--- config.mk ---
export PLATFORM = sky130hd
export DESIGN_NAME = uart_piso_tx_ctrl_flat
export DESIGN_NICKNAME = d
export VERILOG_FILES = /design/src/rtl/uart_piso_tx_ctrl_if.sv /design/src/rtl/uart_piso_tx_ctrl.sv /design/src/flat_wrapper.sv
export SDC_FILE = /design/constraint.sdc
export NUM_CORES = 1
export LEC_CHECK = 0
export CAP_MARGIN = 20
export CORE_AREA = 2 2 46 48
export DETAILED_ROUTE_END_ITERATION = 10
export DIE_AREA = 0 0 48 50
export GPL_ROUTABILITY_DRIVEN = 0
export PLACE_DENSITY = 0.69
export SYNTH_ARGS = -nofsm -noshare
export SYNTH_HDL_FRONTEND = slang
export SYNTH_SLANG_ARGS = --single-unit
--- constraint.sdc ---
create_clock -name clk -period 1.5 [get_ports clk]
set_input_delay 0.375 -clock clk [delete_from_list [all_inputs] [get_ports clk]]
set_output_delay 0.375 -clock clk [all_outputs]
set_load 0.01 [all_outputs]
--- src/rtl/uart_piso_tx_ctrl_if.sv ---
// Byte handshake between the producing logic and the UART PISO transmit controller.
interface uart_piso_tx_ctrl_if;
  logic [7:0] tx_data;
  logic       tx_valid;
  logic       tx_ready;

  modport master (output tx_data, output tx_valid, input tx_ready);
  modport slave  (input tx_data, input tx_valid, output tx_ready);
endinterface

--- src/rtl/uart_piso_tx_ctrl.sv ---
// Sequences an sn74ls166-style PISO register as a UART transmitter (start, 8 data LSB first, stop).
// Define UART_PARITY_EN to insert a parity bit before the stop bit; PARITY_ODD selects its sense.
module uart_piso_tx_ctrl #(
  parameter int CLK_DIV = 16
`ifdef UART_PARITY_EN
  , parameter bit PARITY_ODD = 1'b0
`endif
) (
  input  logic               clk,
  input  logic               clr_n,
  uart_piso_tx_ctrl_if.slave host,
  output logic               sr_clr_n,
  output logic               sr_sh_ld_n,
  output logic               sr_clk_inh,
  output logic               sr_ser,
  output logic [7:0]         sr_p,
  input  logic               sr_q,
  output logic               tx,
  output logic               busy,
  output logic               tx_done
);

  localparam int CNT_W = $clog2(CLK_DIV);
  localparam logic [CNT_W-1:0] BAUD_LAST = CNT_W'(CLK_DIV - 1);

  typedef enum logic [2:0] {
    IDLE,
    START,
    DATA,
`ifdef UART_PARITY_EN
    PARITY,
`endif
    STOP
  } state_t;

  state_t           state, state_next;
  logic [CNT_W-1:0] baud_cnt, baud_next;
  logic [2:0]       bit_cnt, bit_next;
  logic             done_next;
  logic             accept;
  logic             baud_last;
`ifdef UART_PARITY_EN
  logic             parity_bit, parity_next;
`endif

  assign sr_clr_n      = clr_n;
  assign sr_ser        = 1'b1;
  assign host.tx_ready = (state == IDLE);
  assign busy          = (state != IDLE);
  assign accept        = host.tx_valid && (state == IDLE);
  assign baud_last     = (baud_cnt == BAUD_LAST);

  // The register shifts out bit 7 first, so reverse the byte to put tx_data[0] on the line first.
  always_comb begin
    for (int i = 0; i < 8; i++) sr_p[i] = host.tx_data[7-i];
  end

  always_ff @(posedge clk or negedge clr_n) begin
    if (!clr_n) begin
      state      <= IDLE;
      baud_cnt   <= '0;
      bit_cnt    <= '0;
      tx_done    <= 1'b0;
`ifdef UART_PARITY_EN
      parity_bit <= 1'b0;
`endif
    end else begin
      state      <= state_next;
      baud_cnt   <= baud_next;
      bit_cnt    <= bit_next;
      tx_done    <= done_next;
`ifdef UART_PARITY_EN
      parity_bit <= parity_next;
`endif
    end
  end

  always_comb begin
    state_next  = state;
    baud_next   = baud_last ? '0 : baud_cnt + CNT_W'(1);
    bit_next    = bit_cnt;
    done_next   = 1'b0;
    sr_sh_ld_n  = 1'b1;
    sr_clk_inh  = 1'b1;
    tx          = 1'b1;
`ifdef UART_PARITY_EN
    parity_next = parity_bit;
`endif
    case (state)
      IDLE: begin
        baud_next = '0;
        if (accept) begin
          state_next  = START;
          sr_sh_ld_n  = 1'b0;
          sr_clk_inh  = 1'b0;
`ifdef UART_PARITY_EN
          parity_next = (^host.tx_data) ^ PARITY_ODD;
`endif
        end
      end
      START: begin
        tx = 1'b0;
        if (baud_last) state_next = DATA;
      end
      DATA: begin
        tx = sr_q;
        if (baud_last) begin
          bit_next = bit_cnt + 3'd1;
          if (bit_cnt == 3'd7) begin
`ifdef UART_PARITY_EN
            state_next = PARITY;
`else
            state_next = STOP;
`endif
          end else begin
            // Advance the register to the next data bit; the last bit needs no shift.
            sr_clk_inh = 1'b0;
          end
        end
      end
`ifdef UART_PARITY_EN
      PARITY: begin
        tx = parity_bit;
        if (baud_last) state_next = STOP;
      end
`endif
      STOP: begin
        tx = 1'b1;
        if (baud_last) begin
          state_next = IDLE;
          done_next  = 1'b1;
        end
      end
      default: begin
        state_next = IDLE;
        baud_next  = '0;
      end
    endcase
  end

endmodule

--- src/flat_wrapper.sv ---
// flat-port wrapper written by rule: the top's interface ports become plain ports
module uart_piso_tx_ctrl_flat 
#(
  parameter int CLK_DIV = 16

)
  (clk, clr_n, sr_clr_n, sr_sh_ld_n, sr_clk_inh, sr_ser, sr_p, sr_q, tx, busy, tx_done, host_tx_data, host_tx_valid, host_tx_ready);
  uart_piso_tx_ctrl_if host_i ();
  input  logic clk;
  input  logic clr_n;
  output logic sr_clr_n;
  output logic sr_sh_ld_n;
  output logic sr_clk_inh;
  output logic sr_ser;
  output logic [7:0] sr_p;
  input  logic sr_q;
  output logic tx;
  output logic busy;
  output logic tx_done;
  input wire logic [$bits(host_i.tx_data)-1:0] host_tx_data;
  input wire logic [$bits(host_i.tx_valid)-1:0] host_tx_valid;
  output wire logic [$bits(host_i.tx_ready)-1:0] host_tx_ready;
  assign host_i.tx_data = host_tx_data;
  assign host_i.tx_valid = host_tx_valid;
  assign host_tx_ready = host_i.tx_ready;
  uart_piso_tx_ctrl #(.CLK_DIV(CLK_DIV)) u_core (.clk(clk), .clr_n(clr_n), .host(host_i), .sr_clr_n(sr_clr_n), .sr_sh_ld_n(sr_sh_ld_n), .sr_clk_inh(sr_clk_inh), .sr_ser(sr_ser), .sr_p(sr_p), .sr_q(sr_q), .tx(tx), .busy(busy), .tx_done(tx_done));
endmodule
# == Word level (Yosys, flattened, before mapping) ==
# Index checks and enable logic that the tools add are counted.
# word_totals
reg_bits,11
in_bits,12
word_cells,38
# classes
addsub,2
eq_ne,10
mux,16
reduce_logical,6
# ops
cell,count
$mux 3,5
$pmux 3 s4,1
$ne 2x1->1 const B,5
$mux 4,2
$eq 3x2->1 const B,2
$mux 1,6
$reduce_and 5->1,1
$add 4x1->4 const B,1
$eq 4x4->1 const B,1
$pmux 1 s2,2
$add 3x1->3 const B,1
$eq 3x1->1 const B,1
$eq 3x3->1 const B,1
$logic_not 3->1,1
$reduce_bool 3->1,1
$reduce_or 3->1,1
$reduce_and 2->1,1
$logic_and 1x1->1,1

# == Depth between registers and ports, before layout ==
# depth
ltp_word,4
depth_mapped,5

# == Worst setup path after synthesis ==
# No wires, ideal clock.
# synth_timing
path_type,register -> register
start,reg u_core.state[0]
end,reg u_core.state[1]
setup_ns,0.125
arrival_ns,1.368
t_required_ns,1.375
setup_slack_ns,0.007
stages_incl_launch_ff,6
path_cell_list,dfrtp_1 inv_1 ha_1 nor3_1 o221ai_2 mux2_4
# synth_between
elab_chain_cells,4
# synth_rtl
element,line_no,source
"start, declared",uart_piso_tx_ctrl.sv:36,"state_t state, state_next;"
"start signal, assigned",uart_piso_tx_ctrl.sv:68,state <= state_next;
$logic_not 3->1,"uart_piso_tx_ctrl.sv:50, uart_piso_tx_ctrl.sv:89",
$logic_and 1x1->1,uart_piso_tx_ctrl.sv:50,assign accept = host.tx_valid && (state == IDLE);
$ne 2x1->1 (no line),--,
$reduce_and 5->1 (no line),--,
# Several ways; a longest one is shown, not always the timed one.
# A chain may end at the register's enable or synchronous reset.

# == Worst setup path in the final report ==
# layout_timing
start,reg u_core.bit_cnt[1]
end,out sr_clk_inh
# layout_between
elab_chain_cells,4
# layout_rtl
element,line_no,source
"start, declared",uart_piso_tx_ctrl.sv:38,"logic [2:0] bit_cnt, bit_next;"
"start signal, assigned",uart_piso_tx_ctrl.sv:70,bit_cnt <= bit_next;
$eq 3x3->1,uart_piso_tx_ctrl.sv:109,if (bit_cnt == 3'd7) begin
$mux 1,uart_piso_tx_ctrl.sv:109,
$mux 1,uart_piso_tx_ctrl.sv:107,if (baud_last) begin
$pmux 1 s2,uart_piso_tx_ctrl.sv:89,case (state)
"end, declared",flat_wrapper.sv:13,output logic sr_clk_inh;
# No other way between the ends.

==> reports/qor.csv <==
stage,metric,value,unit
clock_tree,cts.reportedPaths.clkPinSlew,70,ps
critical_path,start_kind,register,
placed_design,pre_cts_slack,-465.5,ps
layout,fin_nets,103,
logic_synthesis,synth_warnings,0,
floorplan,fp.dieW,48,um
drt,vias_per_cell,4.505,
logic_synthesis,synth_area_leaders,"dfrtp_1 39%, ha_1 16%, buf_4 12%",
drt,antenna_left,0,
critical_path,r2r-start,u_core.state[0],
logic_synthesis,syn_inst,60,
sta,slew_viol_final,0,
critical_path,cp.required,1120,ps
placed_design,port_buffers,10,
global_route,grt_pass1_wl,2380,um
min_path,min_path_type,in -> async,
logic_synthesis,yosysTopAreaCell,dfrtp_1,
outcome,status,"complete, but fails checks",
global_route,grt_max_degree,11,
logic_synthesis,syn-num-nets,80,
logic_synthesis,synthAdderAreaFrac,15.66,%
power_and_ir_drop,vdd_drop_max,0.6393,mV
logic_synthesis,synth-compound-area-share,8.611,%
clock_tree,clkLatencyLatePin,260,ps
sta,clock.fmax,0.5745,GHz
logic_synthesis,synth_top_family_by_area,adder cells,
clock_tree,htreeDepth,1,
placed_design,place_hpwl,910.3,um
drt,wl,1444,um
critical_path,worstSetupPathType,reg -> out,
sta,hold-worst-slack,442.6,ps
clock_tree,numClockSinks,10,
floorplan,die_h,50,um
drt,vias,491,
sta,fin_worst_skew,4.186,ps
critical_path,crit_fanout,2,
layout,post-route-util,50.99,%
layout,multi_input_area,384.1,um^2
clock_tree,cts_buffer_depth,2,
sta,hold_viol,0,
logic_synthesis,synth_cell_types,25,
outcome,violations,negative setup slack,
floorplan,core-area,0.001902,mm^2
sta,fin_crit,1741,ps
drt,drt_iter0_markers,9,
drt,drc,0,
logic_synthesis,synth_top_area_share,39.14,%
layout,drive_gt1_share,57.32,%
clock_tree,cts_root_buffer,clkbuf_4,
clock_tree,cts_tree,yes,
sta,finalSetupViolations,6,
layout,n_fill_cell,168,
critical_path,r2r_cells,7,
drt,first_pass_iters,2,
power_and_ir_drop,leakage,0.0004331,uW
floorplan,start_util,33.62,%
run,cap_violations,0,
logic_synthesis,synth.area.mux_share,7.436,%
layout,register_area,250.2,um^2
layout,stdcell_area,969.7,um^2
global_route,track_usage,14.65,%
critical_path,crit_arrival,1370,ps
logic_synthesis,yosysSeqAreaShare,39.14,%
logic_synthesis,syn_area,639.4,um^2
placed_design,placed_cell_area,788.3,um^2
global_route,grt_pass1_vias,534,
layout,n_antenna_cell,0,
logic_synthesis,ys_seq_elements,10,
power_and_ir_drop,power_density,546.0,mW/mm^2
logic_synthesis,synth_xor_area_share,2.740,%
logic_synthesis,synth-simple-area-share,11.15,%
layout,syn_to_final_growth,51.66,%
clock_tree,cts_buffers,3,
floorplan,die_area,0.002400,mm^2
critical_path,startpoint,u_core.bit_cnt[1],
floorplan,ios,28,
sta,setup_slack,-240.7,ps
global_route,grt_overflow,0,
sta,post-route-period-util,116.0,%
drt,avgRoutedWirePerCell,13.25,um
critical_path,endpoint_kind,output pin,
sta,rsz0062_at_grt,yes,
global_route,antenna_found_initial,0,
floorplan,rows,16,
logic_synthesis,syn_avg_cell_area,10.66,um^2
==> state kept, by name, indices dropped and copies added (netlist names) <==
signal / flops
u_core.tx_done: 1
u_core.bit_cnt: 3
u_core.state: 2
u_core.baud_cnt: 4
==> cell usage after synthesis, drive strengths merged <==
master  count
nand2b      1
a21oi       2
and2        1
mux2        3
buf        10
conb        1
mux2i       1
nor3        2
and3        1
o21ai       3
nor2        1
o211ai      1
nand4b      1
o221ai      1
xnor2       2
nor2b       1
o21bai      1
dfrtp      10
nand3       1
ha          8
inv         5
nand2       3
==> report_power, final <==
group / total [uW] / switching [uW] / internal, uW
combinational: 22.5 / 11.1 / 11.4
sequential: 270 / 0 / 270
clock: 237 / 90.1 / 147
==> final cells by class <==
| cell class | instances | share of cell area [%] |
|---|---|---|
| multi-input combinational | 35 | 39.61 |
| sequential | 10 | 25.81 |
| timing repair buffer | 28 | 25.16 |
| clock buffer | 4 | 3.742 |
| tap | 27 | 3.484 |
| inverter | 5 | 2.194 |
==> worst max-delay path, stage by stage, from the launching register on <==
cell and delay, ps:
dfrtp_1 390, ha_2 200, ha_4 160, o21ai_2 110
o211ai_1 100, buf_2 150
==> worst paths after layout <==
kind | endpoint | slack (ps)
worst max-delay path | sr_clk_inh | -240
worst min-delay path | u_core.bit_cnt[0] | 440
worst max register to register | u_core.state[1] | -110
worst min register to register | u_core.baud_cnt[0] | 550
max in group asynchronous | u_core.state[0] | 910
min in group clk | u_core.baud_cnt[0] | 550
==> timing repair <==
item                                   in CTS  in global routing
endpoints found under the hold margin       0                  0
setup endpoints to repair                   8                  8
hold buffers                                0                  0
resized for setup                          46                  6
setup buffers                               4                  2
pin swaps                                   4                  3
==> cell usage in the layout, fill, tap and decap left out, types with 2 or more instances in the layout <==
cell type,n
a21oi_1,2
clkdlybuf4s50_1,3
buf_4,13
xnor2_1,2
mux2_2,2
buf_6,6
clkbuf_4,3
nand2_1,2
ha_2,3
buf_2,3
dfrtp_1,10
inv_2,3
ha_4,4
==> per-layer routing <==
metal | vias up | global-route usage (%) | wire [um]
li1 | 238 | - | -
met1 | 236 | 13.86 | 504
met2 | 15 | 27.11 | 873
met3 | 2 | 5.495 | 61
met4 | 0 | 4.505 | 5
met5 | - | 0 | 0
==> kinds of logic after synthesis <==
group,count (synthesis)
compound gates,8
simple gates,12
xor+xnor,2
fa+ha+maj,8
mux,4
buf+inv,15
flops,10
other cells,1
==> metrics by stage <==
| stage | cells | TNS (ps) | total power (uW) |
|---|---|---|---|
| 6_report | 109 | -773.8 | 529.4 |
| 5_1_grt | 109 | -1159 | 551.4 |
| 4_1_cts | 107 | -704.9 | 542.7 |
| 3_5_place_dp | 99 | -2174 | 299.7 |
| 3_3_place_gp | 99 | -2113 | 299.7 |
| 2_1_floorplan | 60 | 0 | 304.7 |
Note: power is estimated with default switching activity, not from simulation.
